[src/rtl/memaddr_seq_if.sv]
// rtl/memaddr_seq_if.sv - memory address unit signal bundle; COMP_MODE_EN adds comp_mode_h
interface memaddr_seq_if #(
    parameter int AW = 32
);
    logic [AW-1:0] wbus_h;
    logic          ld_pc_h;
    logic          pc_inc_h;
    logic [1:0]    pc_step_h;
    logic          backup_pc_h;
    logic          ld_va_h;
    logic          save_va_h;
    logic [1:0]    ma_sel_h;
    logic          acc_req_h;
    logic [1:0]    acc_size_h;
    logic          acc_ack_h;
    logic [AW-1:0] ma_h;
    logic          acc_busy_h;
    logic          acc_second_h;
    logic          page_boundary_h;
    logic [1:0]    xb_pc_h;
    logic          va_0_h;
`ifdef COMP_MODE_EN
    logic          comp_mode_h;
`endif

    modport slave (
`ifdef COMP_MODE_EN
        input  comp_mode_h,
`endif
        input  wbus_h, ld_pc_h, pc_inc_h, pc_step_h, backup_pc_h, ld_va_h, save_va_h,
        input  ma_sel_h, acc_req_h, acc_size_h, acc_ack_h,
        output ma_h, acc_busy_h, acc_second_h, page_boundary_h, xb_pc_h, va_0_h
    );

    modport master (
`ifdef COMP_MODE_EN
        output comp_mode_h,
`endif
        output wbus_h, ld_pc_h, pc_inc_h, pc_step_h, backup_pc_h, ld_va_h, save_va_h,
        output ma_sel_h, acc_req_h, acc_size_h, acc_ack_h,
        input  ma_h, acc_busy_h, acc_second_h, page_boundary_h, xb_pc_h, va_0_h
    );
endinterface

[src/rtl/memaddr_seq.sv]
// rtl/memaddr_seq.sv - PC/VA address unit with unaligned-access split sequencer; COMP_MODE_EN enables 16-bit mode
module memaddr_seq #(
    parameter int AW        = 32,
    parameter int PAGE_BITS = 9,
    parameter int LW_BITS   = 2
) (
    input  logic          b_clk_l,
    input  logic          reset_h,
    memaddr_seq_if.slave  bus
);
    typedef enum logic [1:0] {S_IDLE, S_CYC1, S_CYC2} state_t;

    localparam int                  SW         = LW_BITS + 4;
    localparam logic [AW-1:0]       LOW16_MASK = AW'(32'h0000_FFFF);
    localparam logic [AW-LW_BITS-1:0] WORD_ONE = 1;

    state_t        r_state, w_state_nxt;
    logic [AW-1:0] r_pc, r_va, r_va_save, r_pc_backup, r_ma;
    logic          r_split, r_second, r_pb, r_busy;

    logic [AW-1:0] w_ma_nxt;
    logic          w_split_nxt, w_second_nxt, w_pb_nxt;
    logic          w_comp;
    logic [AW-1:0] w_src, w_ma_word, w_pc_inc, w_pc_nxt;
    logic [3:0]    w_step_b;
    logic [SW-1:0] w_end;
    logic          w_split_new, w_page_top;

`ifdef COMP_MODE_EN
    assign w_comp = bus.comp_mode_h;
`else
    assign w_comp = 1'b0;
`endif

    function automatic logic [AW-1:0] f_limit(input logic [AW-1:0] a, input logic comp);
        return comp ? (a & LOW16_MASK) : a;
    endfunction

    always_comb begin
        w_src = r_pc;
        case (bus.ma_sel_h)
            2'd0: w_src = r_pc;
            2'd1: w_src = r_va;
            2'd2: w_src = r_va_save;
            2'd3: w_src = r_pc_backup;
            default: w_src = r_pc;
        endcase
    end

    // A split is needed when the access runs past the end of the bus word
    assign w_end       = SW'(w_src[LW_BITS-1:0]) + (SW'(1) << bus.acc_size_h);
    assign w_split_new = w_end > (SW'(1) << LW_BITS);
    assign w_page_top  = &w_src[PAGE_BITS-1:LW_BITS];
    assign w_ma_word   = {r_ma[AW-1:LW_BITS] + WORD_ONE, {LW_BITS{1'b0}}};

    assign w_step_b = 4'd1 << bus.pc_step_h;
    assign w_pc_inc = w_comp ? ((r_pc & ~LOW16_MASK) | ((r_pc + {{(AW-4){1'b0}}, w_step_b}) & LOW16_MASK))
                             : r_pc + {{(AW-4){1'b0}}, w_step_b};
    assign w_pc_nxt = bus.ld_pc_h ? bus.wbus_h : (bus.pc_inc_h ? w_pc_inc : r_pc);

    always_ff @(posedge b_clk_l) begin
        if (reset_h) begin
            r_state <= S_IDLE;
        end else begin
            r_state <= w_state_nxt;
        end
    end

    always_comb begin
        w_state_nxt = r_state;
        case (r_state)
            S_IDLE:  if (bus.acc_req_h) w_state_nxt = S_CYC1;
            S_CYC1:  if (bus.acc_ack_h) w_state_nxt = r_split ? S_CYC2 : S_IDLE;
            S_CYC2:  if (bus.acc_ack_h) w_state_nxt = S_IDLE;
            default: w_state_nxt = S_IDLE;
        endcase
    end

    always_comb begin
        w_ma_nxt     = r_ma;
        w_split_nxt  = r_split;
        w_second_nxt = r_second;
        w_pb_nxt     = r_pb;
        case (r_state)
            S_IDLE: begin
                if (bus.acc_req_h) begin
                    w_ma_nxt     = f_limit(w_src, w_comp);
                    w_split_nxt  = w_split_new;
                    w_second_nxt = 1'b0;
                    w_pb_nxt     = w_split_new & w_page_top;
                end
            end
            S_CYC1: begin
                if (bus.acc_ack_h) begin
                    if (r_split) begin
                        w_ma_nxt     = f_limit(w_ma_word, w_comp);
                        w_second_nxt = 1'b1;
                    end else begin
                        w_second_nxt = 1'b0;
                        w_pb_nxt     = 1'b0;
                    end
                end
            end
            S_CYC2: begin
                if (bus.acc_ack_h) begin
                    w_split_nxt  = 1'b0;
                    w_second_nxt = 1'b0;
                    w_pb_nxt     = 1'b0;
                end
            end
            default: begin
                w_second_nxt = 1'b0;
                w_pb_nxt     = 1'b0;
            end
        endcase
    end

    // Save/backup take the pre-edge register values, so same-cycle loads never leak in
    always_ff @(posedge b_clk_l) begin
        if (reset_h) begin
            r_pc        <= '0;
            r_va        <= '0;
            r_va_save   <= '0;
            r_pc_backup <= '0;
            r_ma        <= '0;
            r_split     <= 1'b0;
            r_second    <= 1'b0;
            r_pb        <= 1'b0;
            r_busy      <= 1'b0;
        end else begin
            r_pc     <= w_pc_nxt;
            r_ma     <= w_ma_nxt;
            r_split  <= w_split_nxt;
            r_second <= w_second_nxt;
            r_pb     <= w_pb_nxt;
            r_busy   <= (w_state_nxt != S_IDLE);
            if (bus.ld_va_h)     r_va        <= bus.wbus_h;
            if (bus.save_va_h)   r_va_save   <= r_va;
            if (bus.backup_pc_h) r_pc_backup <= r_pc;
        end
    end

    assign bus.ma_h            = r_ma;
    assign bus.acc_busy_h      = r_busy;
    assign bus.acc_second_h    = r_second;
    assign bus.page_boundary_h = r_pb;
    assign bus.xb_pc_h         = r_pc[1:0];
    assign bus.va_0_h          = r_va[0];
endmodule
[src/flat_wrapper.sv]
// flat-port wrapper written by rule: the top's interface ports become plain ports
module memaddr_seq_flat 
#(
    parameter int AW        = 32,
    parameter int PAGE_BITS = 9,
    parameter int LW_BITS   = 2
)
  (b_clk_l, reset_h, bus_wbus_h, bus_ld_pc_h, bus_pc_inc_h, bus_pc_step_h, bus_backup_pc_h, bus_ld_va_h, bus_save_va_h, bus_ma_sel_h, bus_acc_req_h, bus_acc_size_h, bus_acc_ack_h, bus_ma_h, bus_acc_busy_h, bus_acc_second_h, bus_page_boundary_h, bus_xb_pc_h, bus_va_0_h);
  memaddr_seq_if #(.AW(AW)) bus_i ();
  input  logic b_clk_l;
  input  logic reset_h;
  input wire logic [$bits(bus_i.wbus_h)-1:0] bus_wbus_h;
  input wire logic [$bits(bus_i.ld_pc_h)-1:0] bus_ld_pc_h;
  input wire logic [$bits(bus_i.pc_inc_h)-1:0] bus_pc_inc_h;
  input wire logic [$bits(bus_i.pc_step_h)-1:0] bus_pc_step_h;
  input wire logic [$bits(bus_i.backup_pc_h)-1:0] bus_backup_pc_h;
  input wire logic [$bits(bus_i.ld_va_h)-1:0] bus_ld_va_h;
  input wire logic [$bits(bus_i.save_va_h)-1:0] bus_save_va_h;
  input wire logic [$bits(bus_i.ma_sel_h)-1:0] bus_ma_sel_h;
  input wire logic [$bits(bus_i.acc_req_h)-1:0] bus_acc_req_h;
  input wire logic [$bits(bus_i.acc_size_h)-1:0] bus_acc_size_h;
  input wire logic [$bits(bus_i.acc_ack_h)-1:0] bus_acc_ack_h;
  output wire logic [$bits(bus_i.ma_h)-1:0] bus_ma_h;
  output wire logic [$bits(bus_i.acc_busy_h)-1:0] bus_acc_busy_h;
  output wire logic [$bits(bus_i.acc_second_h)-1:0] bus_acc_second_h;
  output wire logic [$bits(bus_i.page_boundary_h)-1:0] bus_page_boundary_h;
  output wire logic [$bits(bus_i.xb_pc_h)-1:0] bus_xb_pc_h;
  output wire logic [$bits(bus_i.va_0_h)-1:0] bus_va_0_h;
  assign bus_i.wbus_h = bus_wbus_h;
  assign bus_i.ld_pc_h = bus_ld_pc_h;
  assign bus_i.pc_inc_h = bus_pc_inc_h;
  assign bus_i.pc_step_h = bus_pc_step_h;
  assign bus_i.backup_pc_h = bus_backup_pc_h;
  assign bus_i.ld_va_h = bus_ld_va_h;
  assign bus_i.save_va_h = bus_save_va_h;
  assign bus_i.ma_sel_h = bus_ma_sel_h;
  assign bus_i.acc_req_h = bus_acc_req_h;
  assign bus_i.acc_size_h = bus_acc_size_h;
  assign bus_i.acc_ack_h = bus_acc_ack_h;
  assign bus_ma_h = bus_i.ma_h;
  assign bus_acc_busy_h = bus_i.acc_busy_h;
  assign bus_acc_second_h = bus_i.acc_second_h;
  assign bus_page_boundary_h = bus_i.page_boundary_h;
  assign bus_xb_pc_h = bus_i.xb_pc_h;
  assign bus_va_0_h = bus_i.va_0_h;
  memaddr_seq #(.AW(AW), .PAGE_BITS(PAGE_BITS), .LW_BITS(LW_BITS)) u_core (.b_clk_l(b_clk_l), .reset_h(reset_h), .bus(bus_i));
endmodule
[config.mk]
export PLATFORM = sky130hd
export DESIGN_NAME = memaddr_seq_flat
export DESIGN_NICKNAME = d
export VERILOG_FILES = /design/src/rtl/memaddr_seq_if.sv /design/src/rtl/memaddr_seq.sv /design/src/flat_wrapper.sv
export SDC_FILE = /design/constraint.sdc
export NUM_CORES = 1
export LEC_CHECK = 0
export ABC_CLOCK_PERIOD_IN_PS = 5200
export BUFFER_PORTS_ARGS = -buffer_cell sky130_fd_sc_hd__clkbuf_2
export CAP_MARGIN = 20
export CORE_UTILIZATION = 50
export CTS_BUF_LIST = sky130_fd_sc_hd__clkbuf_8
export CTS_CLUSTER_SIZE = 14
export DETAILED_ROUTE_END_ITERATION = 7
export GPL_ROUTABILITY_DRIVEN = 0
export PLACE_DENSITY = 0.69
export SLEW_MARGIN = 20
export SYNTH_ARGS = -nofsm -noshare
export SYNTH_HDL_FRONTEND = slang
export SYNTH_SLANG_ARGS = --single-unit
[constraint.sdc]
create_clock -name b_clk_l -period 5.2 [get_ports b_clk_l]
set_input_delay 0.78 -clock b_clk_l [delete_from_list [all_inputs] [get_ports b_clk_l]]
set_output_delay 0.78 -clock b_clk_l [all_outputs]
set_load 0.05 [all_outputs]
======== Word level (Yosys, flattened, before mapping) ========
Cells that the tools add are included.
word-level totals
  register bits ........................... 166
  bits of input ports ..................... 47
  output and inout bits ................... 38
  logic and storage cells ................. 61
cells by class
  add/sub/neg operators ................... 3
  order comparisons ....................... 1
  equal/unequal tests ..................... 10
  shift-type cells ........................ 2
  mux-type cells .......................... 23
  bitwise logic cells ..................... 1
  reductions and logical operators ........ 11
operators by type and width
  kind                                                           number
  2-to-1 mux 32 bit                                              5
  case mux 32 bit (4 select lines)                               1
  case mux 32 bit (2 select lines)                               1
  adder 32 x 4 -> 32 bit                                         1
  adder 30 x 1 -> 30 bit, second input constant                  1
  2-to-1 mux 1 bit                                               8
  2-to-1 mux 2 bit                                               4
  != test 2 bit, second input constant                           4
  AND reduction 4 bit                                            2
  nonzero test 2 bit                                             4
  AND reduction 7 bit                                            1
  adder 2 x 6 -> 6 bit                                           1
  equality test 2 bit, second input constant                     3
  greater-than comparator 6 x 3 -> 1 bit, second input constant  1
  case mux 1 bit (3 select lines)                                2
  case mux 2 bit (3 select lines)                                1
  AND reduction 3 bit                                            2
  << shifter 1 x 2 -> 6 bit, first input constant                1
  equality test 2 x 1 -> 1 bit, second input constant            2
  logical NOT 2 bit                                              2
  << shifter 1 x 2 -> 4 bit, first input constant                1
  != test 2 x 1 -> 1 bit, second input constant                  1
  case mux 1 bit (2 select lines)                                1
  bitwise AND 1 bit                                              1

======== Depth between registers and ports, before layout ========
  depth after elaboration ................. 7
  mapped depth ............................ 12
  depth with buffers taken out ............ 9

======== Worst setup path after synthesis ========
Ideal clock, no wire load.
  path kind ............................... input-to-reg
  from .................................... input bus_ma_sel_h[0]
  to ...................................... register u_core.r_pb, in the netlist u_core.bus.page_boundary_h
  setup time .............................. 74 ps
  data arrival time ....................... 3381 ps
  data required time ...................... 5126 ps
  setup slack ............................. 1745 ps
  stages on the path ...................... 11
  path buffers ............................ 3
  cells stage by stage .................... buf_2 > buf_4 > buf_2 > mux4_2 > ha_1 > inv_1 > fa_1 > nand2b_1 > a22oi_1 > or4_1 > o21ai_0
between the ends
  word-level cells in the longest chain between the ends .. 7
  elaborated cells on any way between the ends .. 11
  those cells by class .................... add/sub: 1; order compare: 1; eq/ne: 3; mux: 3; bitwise: 1; reduce/logical: 2
ends and longest elaborated chain
  what                                         line                source
  from (decl)                                  flat_wrapper.sv:19  input wire logic [$bits(bus_i.ma_sel_h)-1:0] bus_ma_sel_h;
  equality test 2 bit (tied with other cells)  memaddr_seq.sv:41   case (bus.ma_sel_h)
  case mux 32 bit (4 select lines) (*)         memaddr_seq.sv:41
  adder 2 x 6 -> 6 bit                         memaddr_seq.sv:51   assign w_end = SW'(w_src[LW_BITS-1:0]) + (SW'(1) << bus.acc_size_h);
  greater-than comparator 6 x 3 -> 1 bit       memaddr_seq.sv:52   assign w_split_new = w_end > (SW'(1) << LW_BITS);
  bitwise AND 1 bit (*)                        memaddr_seq.sv:90   w_pb_nxt = w_split_new & w_page_top;
  2-to-1 mux 1 bit (*)                         memaddr_seq.sv:86   if (bus.acc_req_h) begin
  case mux 1 bit (3 select lines) (*)          memaddr_seq.sv:84   case (r_state)
  to (signal assigned)                         memaddr_seq.sv:135  r_pb <= w_pb_nxt;
  to (decl)                                    memaddr_seq.sv:19   logic r_split, r_second, r_pb, r_busy;
Mark *: on every way between the ends. The rest lies on a longest branch, timed or not. The select of a mux whose other input is x is not followed.
A chain may end at the register's enable or synchronous reset.

======== Worst setup path in the final report ========
  from .................................... input bus_pc_step_h[1]
  to ...................................... register u_core.r_pc[30]
between the ends
  word-level cells in the longest chain between the ends .. 4
ends and longest elaborated chain
  what                            line                source
  from (decl)                     flat_wrapper.sv:15  input wire logic [$bits(bus_i.pc_step_h)-1:0] bus_pc_step_h;
  << shifter 1 x 2 -> 4 bit       memaddr_seq.sv:56   assign w_step_b = 4'd1 << bus.pc_step_h;
  adder 32 x 4 -> 32 bit          -
  2-to-1 mux 32 bit (2 in a row)  memaddr_seq.sv:59   assign w_pc_nxt = bus.ld_pc_h ? bus.wbus_h : (bus.pc_inc_h ? w_pc_inc : r_pc);
  to (signal assigned)            memaddr_seq.sv:131  r_pc <= w_pc_nxt;
  to (decl)                       memaddr_seq.sv:18   logic [AW-1:0] r_pc, r_va, r_va_save, r_pc_backup, r_ma;
Every way passes these cells. The select of a mux whose other input is x is not followed.

==> flow_summary_export.csv <==
group,metric,value,unit
clocking,insertion_delay,0.46,ns
worst_setup_path,critical_path_class,"in -> reg",
clocking,cts_buffers,17,
die,die_area,0.0172,sq mm
clocking,postCtsSetupBuffers,0,
die,die_h,131,um
global_route,top_usage_layer,"met2",
yosys,ys.flop_type,"dfxtp_1",
cells_and_area,layout-drive-gt1-share,0.180,
power_and_ir_drop,p_sw,0.853,mW
global_route,overflow,0,
die,ios,85,
clocking,cts.sinks,166,
yosys,netlist_instances,899,
worst_setup_path,path_max_fanout,4,
detailed_routing,drt-total-wl,20800,um
yosys,ys_seq_area_frac,0.399,
clocking,tritoncts,"done",
global_route,grt_max_degree,95,
power_and_ir_drop,power_density,317,mW/mm^2
sta,worst_pin_slew,0.996,ns
detailed_routing,route.detailed.drc,0,
run,max_cap_violations,0,
clocking,cts_hold_buf,0,
die,coreArea,0.0161,sq mm
die,die_w,131,um
detailed_routing,vias,6962,
global_route,use_met2,0.398,
clocking,clk_path_buf_depth,2,
cells_and_area,areaGrowthSynthToFinish,11.4,%
worst_setup_path,required,5.57,ns
yosys,yosys_warnings,0,
power_and_ir_drop,p_seq_frac,0.482,
power_and_ir_drop,p_int,2.08,mW
cells_and_area,num-fill-cells,1469,
sta,slew_headroom,0.336,
global_route,grt_pass1_wl,33400,um
cells_and_area,finalCoreUtilization,0.578,
worst_setup_path,crit_path_start,"bus_pc_step_h[1]",
sta,setup_viol,0,
worst_setup_path,r2r-end,"u_core.r_pc[30]",
worst_setup_path,end_kind,"flip-flop",
cells_and_area,num_antenna_cells,0,
clocking,root_buffer,"clkbuf_8",
detailed_routing,ant_nets,0,
power_and_ir_drop,ir_drop,0.000233,V
detailed_routing,vias_per_cell,5.95,
worst_setup_path,arrival,3.23,ns
sta,period_share,0.549,
worst_setup_path,critPathCapture,"u_core.r_pc[30]",
worst_hold_path,hold_path_class,"reg -> reg",
power_and_ir_drop,swShare,0.291,
yosys,synth-seq-cells,166,
yosys,synthesis.area,0.00832,sq mm
clocking,clk_pin_slew_worst_paths,0.09,ns
yosys,synth_nets,954,
power_and_ir_drop,p_leak,3.66,nW
detailed_routing,avgRoutedWirePerCell,17.7,um
power_and_ir_drop,p_comb_frac,0.152,
sta,fin_worst_skew,0.0138,ns
die,num_rows,46,
sta,slew_viol_final,0,
sta,period_needed,2.86,ns
sta,timing_hold_violations_final,0,
yosys,synth-async-reset-ratio,0,
global_route,grt_pass1_vias,6414,
worst_setup_path,timing.rr.start,"u_core.r_pc[0]",
worst_setup_path,r2r_setup_slack,2.41,ns
detailed_routing,drtPass1Iterations,5,
place,place_hpwl,13800,um
yosys,syn_area_per_cell,9.26,sq um
sta,max_freq,0.350,GHz
worst_setup_path,start_kind,"input port",
die,start_util,0.518,
cells_and_area,nNetsFinal,997,
yosys,synth_edf_count,0,
place,port_buffers,84,
worst_setup_path,rr_worst_depth,8,
yosys,synth_cell_types,61,
power_and_ir_drop,clkPwrFrac,0.366,
clocking,cts_resized,0,
global_route,gr-usage-met1,0.353,
detailed_routing,drt_iter0_drc,626,
global_route,grt.total_usage,0.253,
global_route,met3_usage,0.0476,
clocking,htreeDepth,4,
place,dp.cells,1139,
sta,fin_tns_setup,0,ns
sta,rsz0062_at_grt,"no",
global_route,antenna_found_initial,0,
status,status,"complete, no violations",
cells_and_area,finalNonFillerCells,1171,
==> cells in the mapped netlist (10+ instances only) <==
master | number | area [sq um]
a211oi_1 | 34 | 255
and3_1 | 10 | 62.6
nand2_1 | 59 | 221
xor2_1 | 13 | 114
nand3_1 | 33 | 165
xnor2_1 | 13 | 114
nor2_1 | 145 | 544
dfxtp_1 | 166 | 3320
o21ai_0 | 27 | 135
clkbuf_1 | 47 | 176
mux2i_1 | 98 | 981
buf_1 | 13 | 48.8
a21oi_1 | 40 | 200
mux4_2 | 32 | 721
nand4_1 | 16 | 100
==> power by group through the flow <==
| stage | logic [mW] | clock network (mW) | registers (mW) |
|---|---|---|---|
| 2_1_floorplan | 0.279 | 0 | 1.48 |
| 3_3_place_gp | 0.441 | 0 | 1.44 |
| 3_5_place_dp | 0.446 | 0 | 1.44 |
| 4_1_cts | 0.448 | 1.09 | 1.41 |
| 5_1_grt | 0.487 | 1.14 | 1.43 |
| 6_report | 0.448 | 1.07 | 1.41 |
==> placed cells by master, fill, tap and decap left out, types with 8 or more instances in the layout <==
cell,n
buf_4,10
nand4_1,16
xnor2_1,13
a31oi_1,8
xor2_1,13
nand2b_1,8
clkbuf_2,83
nor2_1,145
inv_1,9
and3_1,10
a21oi_1,40
nand3_1,33
clkbuf_8,17
or3_1,9
nor3_1,9
mux2i_1,98
a211oi_1,34
nand2_1,59
o21ai_0,27
mux4_2,32
dfxtp_1,166
==> metal layers <==
| metal | share of wire | vias up |
|---|---|---|
| met3 | 0.053 | 31 |
| met2 | 0.46 | 203 |
| met5 | 0 | - |
| met1 | 0.47 | 3366 |
| li1 | - | 3362 |
| met4 | 0.016 | 0 |
==> final cells by class <==
type                    count  area, sq um  share of cell area
clock inverters            15          225              0.0243
repair buffers             93          490              0.0529
clock buffers              17          234              0.0252
flip-flops and latches    166         3320               0.358
well taps                 216          270              0.0291
multi-input cells         654         4700               0.506
inverters                  10         37.5             0.00405
==> sequential cells by signal, summed over array words and instances, names as in the netlist, 2 cells and up <==
signal	count
u_core.r_va	32
u_core.bus.ma_h	32
u_core.r_pc	32
u_core.r_va_save	32
u_core.r_pc_backup	32
u_core.r_state	2
==> metrics by stage <==
step / setup WS (ns) / instance area [sq um] / power [mW] / hold WS (ns)
floorplan: 1.74 / 8320 / 1.76 / 0.455
CTS: 2.35 / 9280 / 2.95 / 0.458
detailed placement: 1.88 / 8820 / 1.89 / 0.447
global placement: 1.91 / 8820 / 1.88 / 0.445
global route: 2.14 / 9280 / 3.05 / 0.478
finish: 2.34 / 9280 / 2.94 / 0.455
==> cell families after synthesis <==
logic type               synth area share
AND/OR/NAND/NOR                     0.189
flip-flops                          0.399
AO/OA/AOI/OAI                       0.125
multiplexers                        0.207
buffers and inverters              0.0379
XOR/XNOR                           0.0274
adder cells (fa/ha/maj)            0.0138
==> worst min path at each step <==
| stage | slack (ns) | from | depth (start not counted) | endpoint |
|---|---|---|---|---|
| finish | 0.45 | u_core.bus.ma_h[1] | 2 | u_core.bus.ma_h[1] |
| global route | 0.48 | u_core.bus.ma_h[1] | 2 | u_core.bus.ma_h[1] |
| global placement | 0.45 | u_core.bus.acc_second_h | 2 | u_core.bus.acc_second_h |
| floorplan | 0.45 | u_core.r_va_save[0] | 2 | u_core.r_va_save[0] |
| CTS | 0.46 | u_core.bus.ma_h[1] | 2 | u_core.bus.ma_h[1] |
| detailed placement | 0.45 | u_core.bus.ma_h[1] | 2 | u_core.bus.ma_h[1] |
==> worst max-delay path: stages <==
cell and delay, ns:
clkbuf_2 0.10, nor2_1 0.10, ha_1 0.21, inv_1 0.07
fa_1 0.40, nand2b_1 0.21, a21boi_0 0.51, o2111ai_1 0.24
or3_1 0.36, a311oi_1 0.24
Power figures use the tool's default switching activity.
